--- config.mk ---
export PLATFORM = sky130hd
export DESIGN_NAME = e203_ifu_predec_q
export DESIGN_NICKNAME = d
export VERILOG_FILES = /design/src/rtl/e203_ifu_predec_q.sv
export SDC_FILE = /design/constraint.sdc
export NUM_CORES = 1
export LEC_CHECK = 0
export ABC_CLOCK_PERIOD_IN_PS = 4650
export CAP_MARGIN = 5
export CORE_UTILIZATION = 40
export DETAILED_ROUTE_END_ITERATION = 10
export GPL_TIMING_DRIVEN = 0
export PLACE_DENSITY = 0.69
export RECOVER_POWER = 100
export REMOVE_ABC_BUFFERS = 1
export SLEW_MARGIN = 20
export SYNTH_ARGS = -nofsm -noshare
export SYNTH_HDL_FRONTEND = slang
export SYNTH_SLANG_ARGS = --single-unit
--- constraint.sdc ---
create_clock -name clk -period 4.65 [get_ports clk]
set_clock_uncertainty 0.15 [all_clocks]
set_input_delay 1.395 -clock clk [delete_from_list [all_inputs] [get_ports clk]]
set_output_delay 1.395 -clock clk [all_outputs]
set_load 0.1 [all_outputs]
--- src/rtl/e203_ifu_predec_q.sv ---
// rtl/e203_ifu_predec_q.sv - predecoding instruction queue with static branch prediction
//
// Purpose: buffers fetched instructions in a small FIFO. Each instruction is
// classified (jal/jalr/bxx) and statically predicted when it is pushed. The
// results are stored alongside it, so every output comes from registered storage.
//
// Ports:
//   clk, rst_n                 clock, asynchronous active-low reset
//   i_valid/i_ready            push handshake; i_instr, i_pc carry the instruction
//   flush                      drops every queued entry at the next edge
//   o_valid/o_ready            pop handshake for the head entry
//   o_instr, o_pc, o_rs1idx    head entry fields (zero when o_valid=0)
//   o_jal/o_jalr/o_bxx/o_bjp   head entry decode class
//   o_prdt_taken, o_prdt_pc    head entry static prediction
//   o_count                    number of occupied entries

module e203_ifu_predec_q #(
    parameter int DEPTH   = 2,
    parameter int PC_W    = 32,
    parameter int RFIDX_W = 5
) (
    input  logic                     clk,
    input  logic                     rst_n,
    input  logic                     i_valid,
    output logic                     i_ready,
    input  logic [31:0]              i_instr,
    input  logic [PC_W-1:0]          i_pc,
    input  logic                     flush,
    output logic                     o_valid,
    input  logic                     o_ready,
    output logic [31:0]              o_instr,
    output logic [PC_W-1:0]          o_pc,
    output logic [RFIDX_W-1:0]       o_rs1idx,
    output logic                     o_jal,
    output logic                     o_jalr,
    output logic                     o_bxx,
    output logic                     o_bjp,
    output logic                     o_prdt_taken,
    output logic [PC_W-1:0]          o_prdt_pc,
    output logic [$clog2(DEPTH):0]   o_count
);

    localparam int PTR_W = $clog2(DEPTH);
    localparam int CNT_W = PTR_W + 1;

    typedef struct packed {
        logic [31:0]         instr;
        logic [PC_W-1:0]     pc;
        logic [RFIDX_W-1:0]  rs1idx;
        logic                jal;
        logic                jalr;
        logic                bxx;
        logic                taken;
        logic [PC_W-1:0]     prdt_pc;
    } entry_t;

    // ---------------- push-side predecode ----------------
    logic            is32;
    logic [PC_W-1:0] j_imm;
    logic [PC_W-1:0] b_imm;
    entry_t          dec;

    assign is32  = (i_instr[1:0] == 2'b11);
    assign j_imm = {{(PC_W-20){i_instr[31]}}, i_instr[19:12], i_instr[20], i_instr[30:21], 1'b0};
    assign b_imm = {{(PC_W-12){i_instr[31]}}, i_instr[7], i_instr[30:25], i_instr[11:8], 1'b0};

    always_comb begin
        dec         = '0;
        dec.instr   = i_instr;
        dec.pc      = i_pc;
        // The full 7-bit opcode compare already implies instr[1:0]==11.
        dec.jal     = (i_instr[6:0] == 7'b1101111);
        dec.jalr    = (i_instr[6:0] == 7'b1100111);
        dec.bxx     = (i_instr[6:0] == 7'b1100011);
        dec.rs1idx  = is32 ? RFIDX_W'(i_instr[19:15]) : '0;
        // Backward conditional branches are assumed to be loops; jalr target is unknown here.
        dec.taken   = dec.jal | (dec.bxx & i_instr[31]);
        if (dec.taken) begin
            dec.prdt_pc = i_pc + (dec.jal ? j_imm : b_imm);
        end else if (is32) begin
            dec.prdt_pc = i_pc + {{(PC_W-3){1'b0}}, 3'd4};
        end else begin
            dec.prdt_pc = i_pc + {{(PC_W-2){1'b0}}, 2'd2};
        end
    end

    // ---------------- queue control ----------------
    logic [PTR_W-1:0] wr_ptr_q, wr_ptr_d;
    logic [PTR_W-1:0] rd_ptr_q, rd_ptr_d;
    logic [CNT_W-1:0] count_q, count_d;
    logic             rdy_en_q;
    logic             full, push, pop;

    assign full    = (count_q == CNT_W'(DEPTH));
    // rdy_en_q keeps i_ready low during reset and for the first cycle after release.
    assign i_ready = rdy_en_q & ~full & ~flush;
    assign o_valid = (count_q != '0);
    assign push    = i_valid & i_ready;
    assign pop     = o_valid & o_ready & ~flush;

    always_comb begin
        wr_ptr_d = wr_ptr_q;
        rd_ptr_d = rd_ptr_q;
        count_d  = count_q;
        if (flush) begin
            wr_ptr_d = '0;
            rd_ptr_d = '0;
            count_d  = '0;
        end else begin
            // Power-of-two depth: pointers wrap by natural overflow.
            wr_ptr_d = wr_ptr_q + PTR_W'(push);
            rd_ptr_d = rd_ptr_q + PTR_W'(pop);
            count_d  = count_q + CNT_W'(push) - CNT_W'(pop);
        end
    end

    always_ff @(posedge clk or negedge rst_n) begin
        if (!rst_n) begin
            wr_ptr_q <= '0;
            rd_ptr_q <= '0;
            count_q  <= '0;
            rdy_en_q <= 1'b0;
        end else begin
            wr_ptr_q <= wr_ptr_d;
            rd_ptr_q <= rd_ptr_d;
            count_q  <= count_d;
            rdy_en_q <= 1'b1;
        end
    end

    // Entry storage carries no reset; occupancy alone decides validity.
    entry_t mem_q [DEPTH];

    always_ff @(posedge clk) begin
        if (push) begin
            mem_q[wr_ptr_q] <= dec;
        end
    end

    // ---------------- head outputs ----------------
    entry_t head;

    assign head         = o_valid ? mem_q[rd_ptr_q] : '0;
    assign o_instr      = head.instr;
    assign o_pc         = head.pc;
    assign o_rs1idx     = head.rs1idx;
    assign o_jal        = head.jal;
    assign o_jalr       = head.jalr;
    assign o_bxx        = head.bxx;
    assign o_bjp        = head.jal | head.jalr | head.bxx;
    assign o_prdt_taken = head.taken;
    assign o_prdt_pc    = head.prdt_pc;
    assign o_count      = count_q;

endmodule

==> summary.md <==
| Metric | Value |
|---|---|
| Syn. warnings | `0` |
| Drt pass-1 iters | `5` |
| Max cap viols | `0` |
| Final Hold Fails | `0` |
| Pwr Total | `0.00572 W` |
| Clock Power Share | `31.1%` |
| Slew Viols, Final | `0` |
| Outcome | `completed` |
| Sequential area share after synthesis | `58.3%` |
| Biggest area consumer among synthesized cells | `edfxtp_1` |
| Cells after synthesis | `894` |
| Fmax achieved | `216 MHz` |
| Core Footprint | `0.0269 mm^2` |
| Most instantiated cells after synthesis | `208 x edfxtp_1, 136 x nor2_1, 108 x mux2i_1` |
| Syn_area_per_cell | `12.2 um^2` |
| Worst Path Class, Setup | `in -> reg` |
| Max rail drop VDD | `0.247 mV` |
| Aggregate global-route resource usage | `18.2%` |
| Avg Vias per Cell | `5.20` |
| Share of flip-flops with an asynchronous set or reset after synthesis | `2.35%` |
| First-pass GRT wire length | `40300 um` |
| EDFF count, synth | `208` |
| Overall routed net length | `25600 um` |
| Port bufs | `178` |
| Clock Tree Root | `clkbuf_16` |
| RSZ-0062 raised after global routing | `true` |
| Critical R2R Launch | `o_count[1]` |
| Switch Pwr | `0.00203 W` |
| Largest net degree at the start of global routing | `46` |
| Fin crit share | `99.7%` |
| Min Tclk post-route | `4.64 ns` |
| Most common cell in the netlist | `edfxtp_1` |
| P_int | `0.00368 W` |
| Iteration-0 DRC Markers | `391` |
| Share of layout cells above drive strength 1 | `12.5%` |
| Main synth FF type | `edfxtp_1` |
| HPWL reported at the end of detailed placement | `18000 um` |
| GP Congestion | `0.838` |
| Internal reg-to-reg setup slack | `1.18 ns` |
| Initial Util | `40.7%` |
| Power density over the cells | `405 mW/mm^2` |
| Global route overflow | `0` |
| Critical path peak fanout | `4` |
| Leak pwr | `5.17 nW` |
| Std cell rows | `60` |
| Routed via count | `7516` |
| Mapped Area | `0.0109 mm^2` |
| Post-synth cell types | `57` |
| Ranking of synthesized cells by area | `edfxtp_1 57%, mux2i_1 9.9%, nor2_1 4.7%, ha_1 4.5%, xnor2_1 2.5%` |
| Crit-path cells | `buf_12, and2_4, nand4b_1, nor2_4, mux2_4, ha_4, fa_2, a21o_1, a22o_4, a2111oi_4, buf_4, o311ai_4, a211oi_4, xor2_1, mux2i_1` |
| Initial antenna violation count | `2` |
| Die width | `167 um` |
| Layout fillers | `2381` |
| Wire length per cell | `17.7 um` |
| Nets | `1194` |
| Comb power frac | `30.6%` |
| Post-synth top area share | `57.2%` |
| Setup-failing EPs final | `0` |
| Clk buf depth | `3` |
| CTS buffer count | `23` |
| Slew @ Worst Pin | `1.50 ns` |
| Die area | `0.0280 mm^2` |
| WHS | `0.502 ns` |
| H-tree levels | `1` |
| Die Height | `167 um` |
| Worst-Skew Late Latency | `0.51 ns` |
| CTS tree | `yes` |
| Worst Setup EP | `mem_q[0][25]` |
| CP required | `4.74 ns` |
| Worst setup path start | `i_instr[1]` |
| CP max stage delay | `0.35 ns` |
| Clk sinks | `213` |
| Synth Register Bits | `213` |
| CP startpoint kind | `input pin` |
| DRC violations left | `0` |
| # IOs | `179` |
| Crit path capture type | `flip-flop` |
| Sequential power share | `38.3%` |
| Hold Path Class | `reg -> reg` |
| Slowest CP cell | `mux2_4` |
| Vias in the first global route | `7352` |
| R2R depth | `6` |
| R2R Path End | `mem_q[1][93]` |
| Layout area overhead | `29.1%` |
| Arr. time, crit path | `4.73 ns` |
| Sw Ratio | `35.6%` |
| Post-Route Utilization | `52.5%` |
| Clk slew on worst S/H paths | `0.06 ns` |
| Relative slew margins | `0.240%` |
| Antenna-violating nets left | `0` |
==> worst min path at each step <==
stage / from / endpoint / slack (ns) / cells past startpoint
final: wr_ptr_q / wr_ptr_q / 0.50 / 3
after detailed placement: wr_ptr_q / wr_ptr_q / 0.57 / 3
after global routing: wr_ptr_q / wr_ptr_q / 0.55 / 3
after floorplan: wr_ptr_q / wr_ptr_q / 0.44 / 3
after global placement: wr_ptr_q / wr_ptr_q / 0.46 / 3
after CTS: wr_ptr_q / wr_ptr_q / 0.58 / 3
==> routing by layer <==
metal	global-route usage, %	up-vias	routed length [um]
met1	24.5	3622	11500
met2	31.5	163	12600
met4	4.43	0	429
met3	2.13	31	1070
li1	-	3700	-
met5	0	-	0
==> state kept, by name, indices dropped and copies added, names as in the netlist <==
signal,flops
mem_q,208
o_count,2
rd_ptr_q,1
rdy_en_q,1
wr_ptr_q,1
==> power by group through the flow <==
stage | combinational [W] | clock, W | sequential [W]
2_1_floorplan | 0.00129 | 0 | 0.00227
3_3_place_gp | 0.00178 | 0 | 0.00227
3_5_place_dp | 0.00180 | 0 | 0.00223
4_1_cts | 0.00178 | 0.00182 | 0.00219
5_1_grt | 0.00184 | 0.00189 | 0.00219
6_report | 0.00175 | 0.00178 | 0.00219
==> through the flow <==
step / std cells / instance area (um^2) / TNS [ns] / setup WS (ns)
finish: 1444 / 14100 / 0 / 0.0141
global placement: 1368 / 13000 / -1157.16 / -4.79
detailed placement: 1380 / 13300 / -101.24 / -2.34
floorplan: 849 / 10700 / -858.46 / -4.16
CTS: 1435 / 14200 / -0.0465 / -0.0233
global route: 1444 / 14100 / -9.29 / -0.186
==> layout make-up <==
class                           count  area (um^2)  area share, %
Antenna cell                        2         5.00         0.0355
Multi-Input combinational cell    627         4470           31.7
Timing Repair Buffer              211         2060           14.6
Clock inverter                     14          143           1.01
Tap cell                          341          427           3.03
Inverter                            9         33.8          0.240
Clock buffer                       27          591           4.19
Sequential cell                   213         6370           45.2
==> cells in the final DEF (no fill, tap or decap), types with 8 or more instances in the layout <==
master,Yosys,layout
clkdlybuf4s15_2,0,29
nor2_1,136,133
clkbuf_16,0,23
dlygate4sd2_1,0,36
ha_1,39,35
inv_1,9,9
nand3_1,19,19
a21o_1,22,22
mux2i_1,108,108
xnor2_1,31,31
a21oi_1,46,45
dlygate4sd3_1,0,88
buf_4,1,18
nand2_1,49,48
nand4_1,17,17
clkdlybuf4s50_1,0,8
and3_1,19,19
edfxtp_1,208,208
xor2_1,27,27
clkbuf_1,28,11
o21ai_0,29,28
clkbuf_2,0,9
==> critical path: cells and delay by family <==
family / cells / cell delay, ns
compound gates: 5 / 1.23
fa+ha+maj: 2 / 0.51
xor+xnor: 1 / 0.22
buf+inv: 2 / 0.27
simple gates: 3 / 0.63
mux: 2 / 0.47
==> cell families (layout without fill, tap and decap cells) <==
logic type                 count (synthesis)  after routing  share of synthesized area [%]
AOI/OAI and AO/OA                        141            141                           8.43
other                                      1              3                         0.0343
adders and majority gates                 40             40                           4.65
xor gates and xnor gates                  58             58                           4.65
DFF                                      213            213                           58.3
buffers and inverters                     54            261                           1.98
muxes                                    115            115                           10.6
and+or+nand+nor                          272            272                           11.3
==> what timing repair did <==
action,in CTS,in global routing
pin swaps,10,13
setup buffers,14,7
setup endpoints to repair,130,38
hold buffers,0,0
resized for setup,180,28
(Power assumes the default switching activity.)
